[config.mk]
export PLATFORM = sky130hd
export DESIGN_NAME = stoch_decoder
export DESIGN_NICKNAME = d
export VERILOG_FILES = /design/src/rtl/stoch_dec_pkg.sv /design/src/rtl/stoch_argmax.sv /design/src/rtl/stoch_decoder.sv
export SDC_FILE = /design/constraint.sdc
export NUM_CORES = 1
export LEC_CHECK = 0
export BUFFER_PORTS_ARGS = -buffer_cell sky130_fd_sc_hd__clkbuf_2
export CAP_MARGIN = 20
export CORE_MARGIN = 2
export CORE_UTILIZATION = 40
export CTS_CLUSTER_DIAMETER = 80
export DETAILED_ROUTE_END_ITERATION = 16
export PLACE_DENSITY = 0.58
export SLEW_MARGIN = 20
export SYNTH_ARGS = -nofsm -noshare
export SYNTH_HDL_FRONTEND = slang
export SYNTH_HIERARCHICAL = 1
export SYNTH_SLANG_ARGS = --single-unit
[constraint.sdc]
create_clock -name clk -period 13.6 [get_ports clk]
set_input_delay 2.72 -clock clk [delete_from_list [all_inputs] [get_ports clk]]
set_output_delay 2.72 -clock clk [all_outputs]
set_load 0.005 [all_outputs]
[src/rtl/stoch_dec_pkg.sv]
// ============================================================================
// Module  : stoch_dec_pkg
// Purpose : shared types, default widths and helpers for the stochastic decoder
// Rev     : 1.0  initial release
// ============================================================================
`default_nettype none

package stoch_dec_pkg;

  localparam int DEF_NWORD = 3;
  localparam int DEF_M     = 8;
  localparam int DEF_NCH   = 2**DEF_NWORD;
  localparam int CNT_W     = DEF_M + 1;
  localparam int IDX_W     = DEF_NWORD;

  typedef enum logic [1:0] {
    ST_IDLE = 2'd0,
    ST_RUN  = 2'd1,
    ST_DONE = 2'd2
  } state_e;

  // Extract lane i from a flat count bus built with the default geometry.
  function automatic logic [CNT_W-1:0] lane_count(
    input logic [DEF_NCH*CNT_W-1:0] flat,
    input int unsigned              lane
  );
    return flat[lane*CNT_W +: CNT_W];
  endfunction

endpackage

`default_nettype wire

[src/rtl/stoch_argmax.sv]
// ============================================================================
// Module  : stoch_argmax
// Purpose : combinational argmax tree over NCH values, ties go to lowest index
// Rev     : 1.0  initial release
// ============================================================================
`default_nettype none

module stoch_argmax
  import stoch_dec_pkg::*;
#(
  parameter int NCH = DEF_NCH,
  parameter int W   = CNT_W,
  parameter int IW  = IDX_W
) (
  input  logic [NCH*W-1:0] vals,
  output logic [IW-1:0]    idx
);

  // Heap-ordered tree: leaves at NCH..2*NCH-1, node k reduces children 2k, 2k+1.
  // The left child always covers lower indices, so it wins unless strictly beaten.
  always_comb begin : p_tree
    logic [W-1:0]  node_v [1:2*NCH-1];
    logic [IW-1:0] node_i [1:2*NCH-1];
    for (int i = 0; i < NCH; i++) begin
      node_v[NCH+i] = vals[i*W +: W];
      node_i[NCH+i] = IW'(i);
    end
    for (int k = NCH - 1; k >= 1; k--) begin
      if (node_v[2*k+1] > node_v[2*k]) begin
        node_v[k] = node_v[2*k+1];
        node_i[k] = node_i[2*k+1];
      end else begin
        node_v[k] = node_v[2*k];
        node_i[k] = node_i[2*k];
      end
    end
    idx = node_i[1];
  end

endmodule

`default_nettype wire

[src/rtl/stoch_decoder.sv]
// ============================================================================
// Module  : stoch_decoder
// Purpose : per-lane ones counter over a 2**M window with argmax readout.
//           Optional early stop at THR enabled by STOCH_DEC_EARLY_STOP_EN.
// Rev     : 1.0  initial release
// ============================================================================
`default_nettype none

module stoch_decoder
  import stoch_dec_pkg::*;
#(
  parameter int NWORD = DEF_NWORD,
  parameter int M     = DEF_M,
  parameter int NCH   = 2**NWORD
`ifdef STOCH_DEC_EARLY_STOP_EN
  , parameter int THR = 2**(M-1)
`endif
) (
  input  logic                   clk,
  input  logic                   rst_n,
  input  logic                   start,
  input  logic                   abort,
  input  logic                   inference,
  input  logic [NCH-1:0]         bits_in,
  output logic                   busy,
  output logic                   done,
  output logic                   valid,
  output logic [NCH*(M+1)-1:0]   counts,
  output logic [NWORD-1:0]       winner
);

  localparam int CW = M + 1;

  state_e              state_q, state_d;
  logic [NCH*CW-1:0]   cnt_q, cnt_d, cnt_inc;
  logic [M-1:0]        win_q, win_d;
  logic [NWORD-1:0]    winner_q, winner_d;
  logic                busy_q, busy_d;
  logic                done_q, done_d;
  logic                valid_q, valid_d;
  logic [NWORD-1:0]    argmax_idx;
  logic [NWORD-1:0]    end_winner;
  logic                win_end;

  always_comb begin
    cnt_inc = '0;
    for (int i = 0; i < NCH; i++) begin
      cnt_inc[i*CW +: CW] = cnt_q[i*CW +: CW] + {{M{1'b0}}, bits_in[i]};
    end
  end

  // Winner is taken from the counts that include the final counted cycle.
  stoch_argmax #(
    .NCH (NCH),
    .W   (CW),
    .IW  (NWORD)
  ) u_argmax (
    .vals (cnt_inc),
    .idx  (argmax_idx)
  );

`ifdef STOCH_DEC_EARLY_STOP_EN
  logic [NCH-1:0]   hit;
  logic [NWORD-1:0] hit_idx;

  always_comb begin
    hit     = '0;
    hit_idx = '0;
    for (int i = 0; i < NCH; i++) begin
      hit[i] = (cnt_inc[i*CW +: CW] >= CW'(THR));
    end
    for (int i = NCH - 1; i >= 0; i--) begin
      if (hit[i]) hit_idx = NWORD'(i);
    end
  end

  assign win_end    = (win_q == {M{1'b1}}) || (|hit);
  assign end_winner = (|hit) ? hit_idx : argmax_idx;
`else
  assign win_end    = (win_q == {M{1'b1}});
  assign end_winner = argmax_idx;
`endif

  always_comb begin
    state_d  = state_q;
    cnt_d    = cnt_q;
    win_d    = win_q;
    winner_d = winner_q;
    busy_d   = busy_q;
    done_d   = 1'b0;
    valid_d  = valid_q;
    if (abort) begin
      state_d  = ST_IDLE;
      cnt_d    = '0;
      win_d    = '0;
      winner_d = '0;
      busy_d   = 1'b0;
      valid_d  = 1'b0;
    end else if (start) begin
      state_d = ST_RUN;
      cnt_d   = '0;
      win_d   = '0;
      busy_d  = 1'b1;
      valid_d = 1'b0;
    end else if (state_q == ST_RUN && inference) begin
      cnt_d = cnt_inc;
      win_d = win_q + M'(1);
      if (win_end) begin
        state_d  = ST_DONE;
        busy_d   = 1'b0;
        done_d   = 1'b1;
        valid_d  = 1'b1;
        winner_d = end_winner;
      end
    end
  end

  always_ff @(posedge clk or negedge rst_n) begin
    if (!rst_n) begin
      state_q  <= ST_IDLE;
      cnt_q    <= '0;
      win_q    <= '0;
      winner_q <= '0;
      busy_q   <= 1'b0;
      done_q   <= 1'b0;
      valid_q  <= 1'b0;
    end else begin
      state_q  <= state_d;
      cnt_q    <= cnt_d;
      win_q    <= win_d;
      winner_q <= winner_d;
      busy_q   <= busy_d;
      done_q   <= done_d;
      valid_q  <= valid_d;
    end
  end

  assign busy   = busy_q;
  assign done   = done_q;
  assign valid  = valid_q;
  assign counts = cnt_q;
  assign winner = winner_q;

endmodule

`default_nettype wire

==> metrics, run 1 <==
DP Cell Count=1,128; hpwl dp=13.82 mm; share of layout cells above drive strength 1=16.72%; crit path time final=8.636 ns; CP Capture Type=flop; CTS root buffer=clkbuf_16; fillers=1,768; gr ovfl total=0; Post-synth EDFFs=0; Final Max Slew Viols=0; # IOs=a little over 90; # DRC=0; Skew-Pair Late Insertion Delay=0.35 ns; synth unique cells=just under 60; Crit Path Max Fanout=10; CP arrival=8.88 ns; switching power=167.8 µW; DR vias/cell=5.538; total iterations of the first detailed-routing run=5; Reg power frac=41.6%; CTS resizes=0; synthesized area per cell=8.898 µm²; outcome=finished clean; worst clock skew=0.004410 ns; met2 wire len=8.213 mm; CTS HTree Levels=3; total die area=approximately 20,000 µm²; Clk network pwr share=between 40% and 50%; worst path required time=13.84 ns; Area Growth Syn to Fin=12.93%; RD Place Congestion=slightly above 0.8; Synth top area share=29.00%; setup bufs post-CTS=0; P per Cell Area=roughly 74 nW/µm²; DRT Wirelength=between 15 and 20 mm; setup TNS=0 ns; Tcrit/Tclk final=63.50%; sequential share of the synthesized area=29.00%; Internal=between 400 and 500 µW; Cell Rows=49; Yosys top cell by area=dfrtp_1; n_diodes=0; vias in the first global route=5,921; clk slew on worst S/H paths=roughly 0.06 ns; Mapped Area=between 7000 and 8000 µm²; CTS Sinks=86; Area contributors post-synth=dfrtp_1, ha_1, mux2i_1; critical path class=in2reg; Design Area, Final=8381 µm²; ANT nets after route=0; DR WL/cell=around 16 µm; M1 WL=about 9.2 mm; nets=1,010; Rel. slew slack=between 40% and 50%; initial antenna violation count=0; CTS Hold Bufs=0; Gate Count Post-Synth=between 800 and 900; Max-cap violations=0; Synth warnings=6; RSZ-0062 raised after global routing=no; Initial Util=between 40% and 50%; core area=~18,000 µm²; top_reg_cell synth=dfrtp_1; Leak Pwr=0.003928 µW; syn_nets=934; routed vias=6,335; met3 wire len=between 600 and 700 µm; Switching Fraction=a little over a quarter; Die X=140.2 µm; final setup vio count=0; Setup crit start kind=primary input; worst-margin pin slew=0.7613 ns; Hold Violations, Final=0; 1st-iter DRT viols=291; WHS=approximately 0.51 ns; DP Area=8048 µm²; CTS Buffer Depth=2; first-pass GRT wire length=between 30 and 40 mm; worst min-delay path class=reg2reg; CTS Buf Count=9; fmax=115.8 MHz; flops & latches, synth=86; top layer in use=met4; die height=140.2 µm; maximum vdd drop=roughly 0.065 mV; GRT Resource Usage Total=19.33%; CTS tree=done; fin cells=1,144; port bufs=90; Comb pwr share=14.1%; Core Util, Final=approximately 46%; largest net degree at the start of global routing=79; FFs w/ async S/R, synth=100.0%
## cells in the final DEF, fill, tap and decap left out, drive strengths merged, types with 3 or more instances in the layout
cell type | Yosys | layout
clkbuf | 12 | 98
a21oi | 92 | 92
ha | 87 | 87
dfrtp | 86 | 86
inv | 75 | 76
nand2 | 59 | 59
mux2i | 51 | 51
nor2 | 40 | 40
o21ai | 39 | 39
xor2 | 38 | 38
o31ai | 32 | 32
or4 | 30 | 30
nand4 | 28 | 28
nand3 | 28 | 28
or3 | 27 | 27
xnor2 | 20 | 20
mux2 | 9 | 9
and3 | 7 | 7
a211oi | 7 | 7
a21o | 6 | 6
buf | 17 | 5
nor3 | 5 | 5
and4 | 5 | 5
o21a | 4 | 4
or2 | 3 | 3
a22o | 3 | 3
nor4 | 3 | 3
## stage by stage
step	setup slack, ns	power [µW]
final	4.964	619.4
after global routing	4.470	646.0
after CTS	4.734	627.4
after detailed placement	4.375	349.8
after global placement	4.517	349.2
after floorplan	5.711	327.5
## worst paths after layout
path                                         from                endpoint  slack, ns  cells after the start
max reg2reg                counts[18]$_DFFE_PN0P_   winner[0]$_DFFE_PN0P_       7.00                     27
min in group asynchronous                   rst_n  counts[47]$_DFFE_PN0P_       2.34                      1
max                                    bits_in[2]   winner[0]$_DFFE_PN0P_       4.96                     28
min                         winner[2]$_DFFE_PN0P_   winner[2]$_DFFE_PN0P_       0.51                      1
max in group asynchronous                   rst_n   winner[0]$_DFFE_PN0P_      10.20                      2
min reg2reg                 winner[2]$_DFFE_PN0P_   winner[2]$_DFFE_PN0P_       0.51                      1
## flip-flops by register name, summed over array words and instances, names as in the netlist
name / count
done: 1
win_q: 8
winner: 3
state_q: 1
counts: 72
valid: 1
## worst max-delay path: stages
cell and delay [ns]:
clkbuf_2 0.09, ha_1 0.14, ha_1 0.22, nand3_2 0.15, nor2_1 0.16, xor2_1 0.22, inv_1 0.07, ha_1 0.30
and4_1 0.26, o311a_1 0.20, a211oi_2 0.06, a31oi_2 0.59, mux2i_1 0.40, inv_1 0.08, ha_1 0.32, nand4_1 0.13
a211oi_1 0.07, a211oi_1 0.33, a21o_1 0.40, mux2_2 0.39, ha_1 0.29, a21o_1 0.18, a21o_1 0.17, a211oi_1 0.25
o21ai_0 0.12, o21ai_0 0.20, mux2i_1 0.14, a22o_1 0.22
## per-layer routing
metal | track usage (%) | up-vias
li1 | - | 3198
met4 | 6.699 | 0
met1 | 27.91 | 2999
met3 | 2.906 | 23
met2 | 29.54 | 115
met5 | 0 | -
## Yosys cell counts (25+ instances only)
master / number
dfrtp_1: 86
o31ai_1: 32
xor2_1: 38
o21ai_0: 38
a21oi_1: 90
nor2_1: 40
ha_1: 87
mux2i_1: 51
nand2_1: 59
or3_1: 27
nand4_1: 25
or4_1: 30
inv_1: 75
## power by group through the flow
stage / Combinational [µW] / Clock [µW] / Sequential [µW]
after floorplan: 65.3 / 0 / 262
after global placement: 86.9 / 0 / 262
after global routing: 95.7 / 293 / 257
after CTS: 87.8 / 282 / 257
final: 87.2 / 275 / 257
after detailed placement: 87.5 / 0 / 262
## cell families (layout without fill, tap and decap cells)
logic type	count (synthesis)	after routing	synth area share (%)
AOI/OAI and AO/OA	195	195	16.37
adders and majority gates	87	87	14.67
muxes	60	60	8.245
and+or+nand+nor	244	244	19.15
xor gates and xnor gates	58	58	6.845
DFF	86	86	29.00
buffers and inverters	104	185	5.716
## final cells by class
| cell class | instances | area, µm² | share of cell area [%] |
|---|---|---|---|
| inverters | 75 | 281.5 | 3.359 |
| multi-input cells | 644 | 4855 | 57.93 |
| clock buffers | 9 | 225.2 | 2.687 |
| clock inverters | 7 | 97.59 | 1.165 |
| repair buffers | 94 | 483.0 | 5.763 |
| flip-flops and latches | 86 | 2152 | 25.68 |
| well taps | 229 | 286.5 | 3.419 |
Note: power is estimated with default switching activity, not from simulation.
==> run 2, diff against run 1 <==
--- a/config.mk
+++ b/config.mk
@@ -11,7 +11,7 @@
 export CORE_UTILIZATION = 40
 export CTS_CLUSTER_DIAMETER = 80
 export DETAILED_ROUTE_END_ITERATION = 16
-export PLACE_DENSITY = 0.58
+export PLACE_DENSITY = 0.61
 export SLEW_MARGIN = 20
 export SYNTH_ARGS = -nofsm -noshare
 export SYNTH_HDL_FRONTEND = slang
==> constraint.sdc (replaced) <==
create_clock -name clk -period 7.34 [get_ports clk]
set_input_delay 1.468 -clock clk [delete_from_list [all_inputs] [get_ports clk]]
set_output_delay 1.468 -clock clk [all_outputs]
set_load 0.005 [all_outputs]
==> run 2 against run 1 <==
Register-to-register slack worse by 5.7 ns. Via count is 0.24% lower. Global-route usage is essentially flat. Sequential share of layout area is essentially flat. Largest power group is now registers. Flip-flop and latch count stayed put. Die area stayed put. Routed wire length is 1.7% lower. Clock skew increased by 0.0029 ns. Critical endpoint unchanged. Non-clock buffer count rose by 7. Sequential power is 86% higher. First-iteration DRC count grew 18%.
==> metrics, run 2 (synthesis results as in run 1) <==
Rel. slew slack=27.60% (was 49.25%); port bufs=90 (unchanged); RD Place Congestion=0.8640 (was 0.8084); CTS tree=done (unchanged); final setup vio count=0 (unchanged); setup TNS=0 ns (unchanged); crit path time final=6.815 ns; DR WL/cell=15.86 µm (was 16.23 µm); Internal=787.2 µW (was 451.6 µW); DP Area=8100 µm² (was 8048 µm²); worst clock skew=0.007279 ns (was 0.004410 ns); CP peak stage delay=0.40 ns (was 0.59 ns); Leak Pwr=0.003944 µW (was 0.003928 µW); CTS Buf Count=9 (unchanged); CTS Hold Bufs=0 (unchanged); CP Capture Type=flop (unchanged); RSZ-0062 raised after global routing=no (unchanged); n_diodes=0 (unchanged); R2R Setup Slk=1.32 ns (was 7.00 ns); Cell Rows=49 (unchanged); switching power=308.3 µW (was 167.8 µW); share of layout cells above drive strength 1=17.14% (was 16.72%); Reg power frac=43.5% (was 41.6%); Worst Reg-to-Reg Cells=29 (was 27); Skew-Pair Late Insertion Delay=0.36 ns (was 0.35 ns); Area Growth Syn to Fin=13.00% (was 12.93%); worst-margin pin slew=1.086 ns (was 0.7613 ns); routed vias=6,320 (was 6,335); max reg flops=72 (unchanged); Setup crit start kind=primary input (unchanged); worst min-delay path class=reg2reg (unchanged); critical path class=in2reg (unchanged); # IOs=91 (unchanged); fin cells=1,151 (was 1,144); Final Max Slew Viols=0 (unchanged); Initial Util=41.03% (unchanged); clk slew on worst S/H paths=0.07 ns (was 0.06 ns); vias in the first global route=6,214 (was 5,921); most frequent cells in the layout=a21oi_1, clkbuf_2, ha_1 (unchanged); die height=140.2 µm (unchanged); beginning of the worst hold path=winner[2]$_DFFE_PN0P_ (unchanged); CTS HTree Levels=3 (unchanged); initial antenna violation count=0 (unchanged); Die X=140.2 µm (unchanged); worst path required time=7.58 ns (was 13.84 ns); core area=18,090 µm² (unchanged); outcome=finished clean (unchanged); Tcrit/Tclk final=92.85%; nets=1,017 (was 1,010); worst setup path endpoint=winner[0]$_DFFE_PN0P_ (unchanged); ANT nets after route=0 (unchanged); Comb pwr share=15.4% (was 14.1%); first-pass GRT wire length=31.07 mm (was 30.79 mm); Total Power=1096 µW (was 619.4 µW); RR Endpoint=winner[0]$_DFFE_PN0P_ (unchanged); # DRC=0 (unchanged); total die area=19,660 µm² (unchanged); total iterations of the first detailed-routing run=4 (was 5); fmax=146.7 MHz; Hold Violations, Final=0 (unchanged); DP Cell Count=1,135 (was 1,128); CTS root buffer=clkbuf_16 (unchanged); Max-cap violations=0 (unchanged); DR vias/cell=5.491 (was 5.538); CTS resizes=0 (unchanged); Switching Fraction=28.14% (was 27.09%); Critical path origin=bits_in[2] (unchanged); largest net degree at the start of global routing=79 (unchanged); CTS Buffer Depth=2 (unchanged); setup bufs post-CTS=0 (unchanged); Reg-to-Reg Start=counts[18]$_DFFE_PN0P_ (unchanged); critical path's slowest cell=mux2i_1 (was a31oi_2); Core Util, Final=46.36% (was 46.34%); maximum vdd drop=0.1212 mV (was 0.06519 mV); Design Area, Final=8386 µm² (was 8381 µm²); P per Cell Area=130.6 nW/µm² (was 73.91 nW/µm²); DRT Wirelength=18.25 mm (was 18.56 mm); most used cell, CP=ha_1 (unchanged); CTS Sinks=86 (unchanged); 1st-iter DRT viols=342 (was 291); Clk network pwr share=41.0% (was 44.4%); hpwl dp=13.66 mm (was 13.82 mm); gr ovfl total=0 (unchanged); GRT Resource Usage Total=19.37% (was 19.33%); Crit Path Max Fanout=9 (was 10); commonest non-fill, non-tap cell in the layout=a21oi_1; CP arrival=7.06 ns (was 8.88 ns)
## run 2: cell types whose count changed in the layout (fill, tap and decap cells not counted), sizes merged
cell    delta
clkinv     +1
bufinv     -2
clkbuf     +1
buf        +7
## run 2: power by group through the flow
stage | clock network [µW] | registers, µW | logic, µW
final | 450 | 477 | 169
after global routing | 482 | 477 | 188
after CTS | 463 | 477 | 172
after detailed placement | 0 | 486 | 171
after global placement | 0 | 486 | 171
after floorplan | 0 | 486 | 121
## run 2: layout make-up
| cell class | instances | area, µm² |
|---|---|---|
| clock buffer | 10 | 239.0 |
| clock inverter | 6 | 46.29 |
| fill | 1761 | 9701 |
| inverter | 75 | 281.5 |
| multi-input combinational | 644 | 4845 |
| sequential | 86 | 2152 |
| tap | 229 | 286.5 |
| timing repair buffer | 101 | 535.5 |
## run 2: critical path: cells and delay by family
family	cells	cell delay, ns
buffers and inverters	5	0.65
XOR/XNOR	1	0.21
AO/OA/AOI/OAI	12	1.87
adder cells (fa/ha/maj)	5	1.30
AND/OR/NAND/NOR	4	0.68
multiplexers	3	0.87
## run 2: metal layers
metal	vias to the layer above	GRT usage (%)	part of all wire [%]
met2	86	31.11	47
met5	-	0	0
li1	3207	-	-
met4	0	6.167	1.2
met1	3016	27.23	49
met3	11	2.393	3.2
## run 2: worst min-delay path by stage
stage,to,slack (ns),depth (start not counted)
finish,winner[2]$_DFFE_PN0P_,0.51,1
global route,winner[2]$_DFFE_PN0P_,0.52,1
CTS,winner[2]$_DFFE_PN0P_,0.51,1
detailed placement,winner[2]$_DFFE_PN0P_,0.50,1
global placement,winner[2]$_DFFE_PN0P_,0.49,1
floorplan,winner[0]$_DFFE_PN0P_,0.49,1
## run 2: through the flow
step	hold WS, ns	setup WS [ns]
floorplan	0.4897	0.7034
global placement	0.4937	0.2342
detailed placement	0.4967	0.1795
CTS	0.5132	0.5395
global route	0.5160	0.0003846
finish	0.5102	0.5249
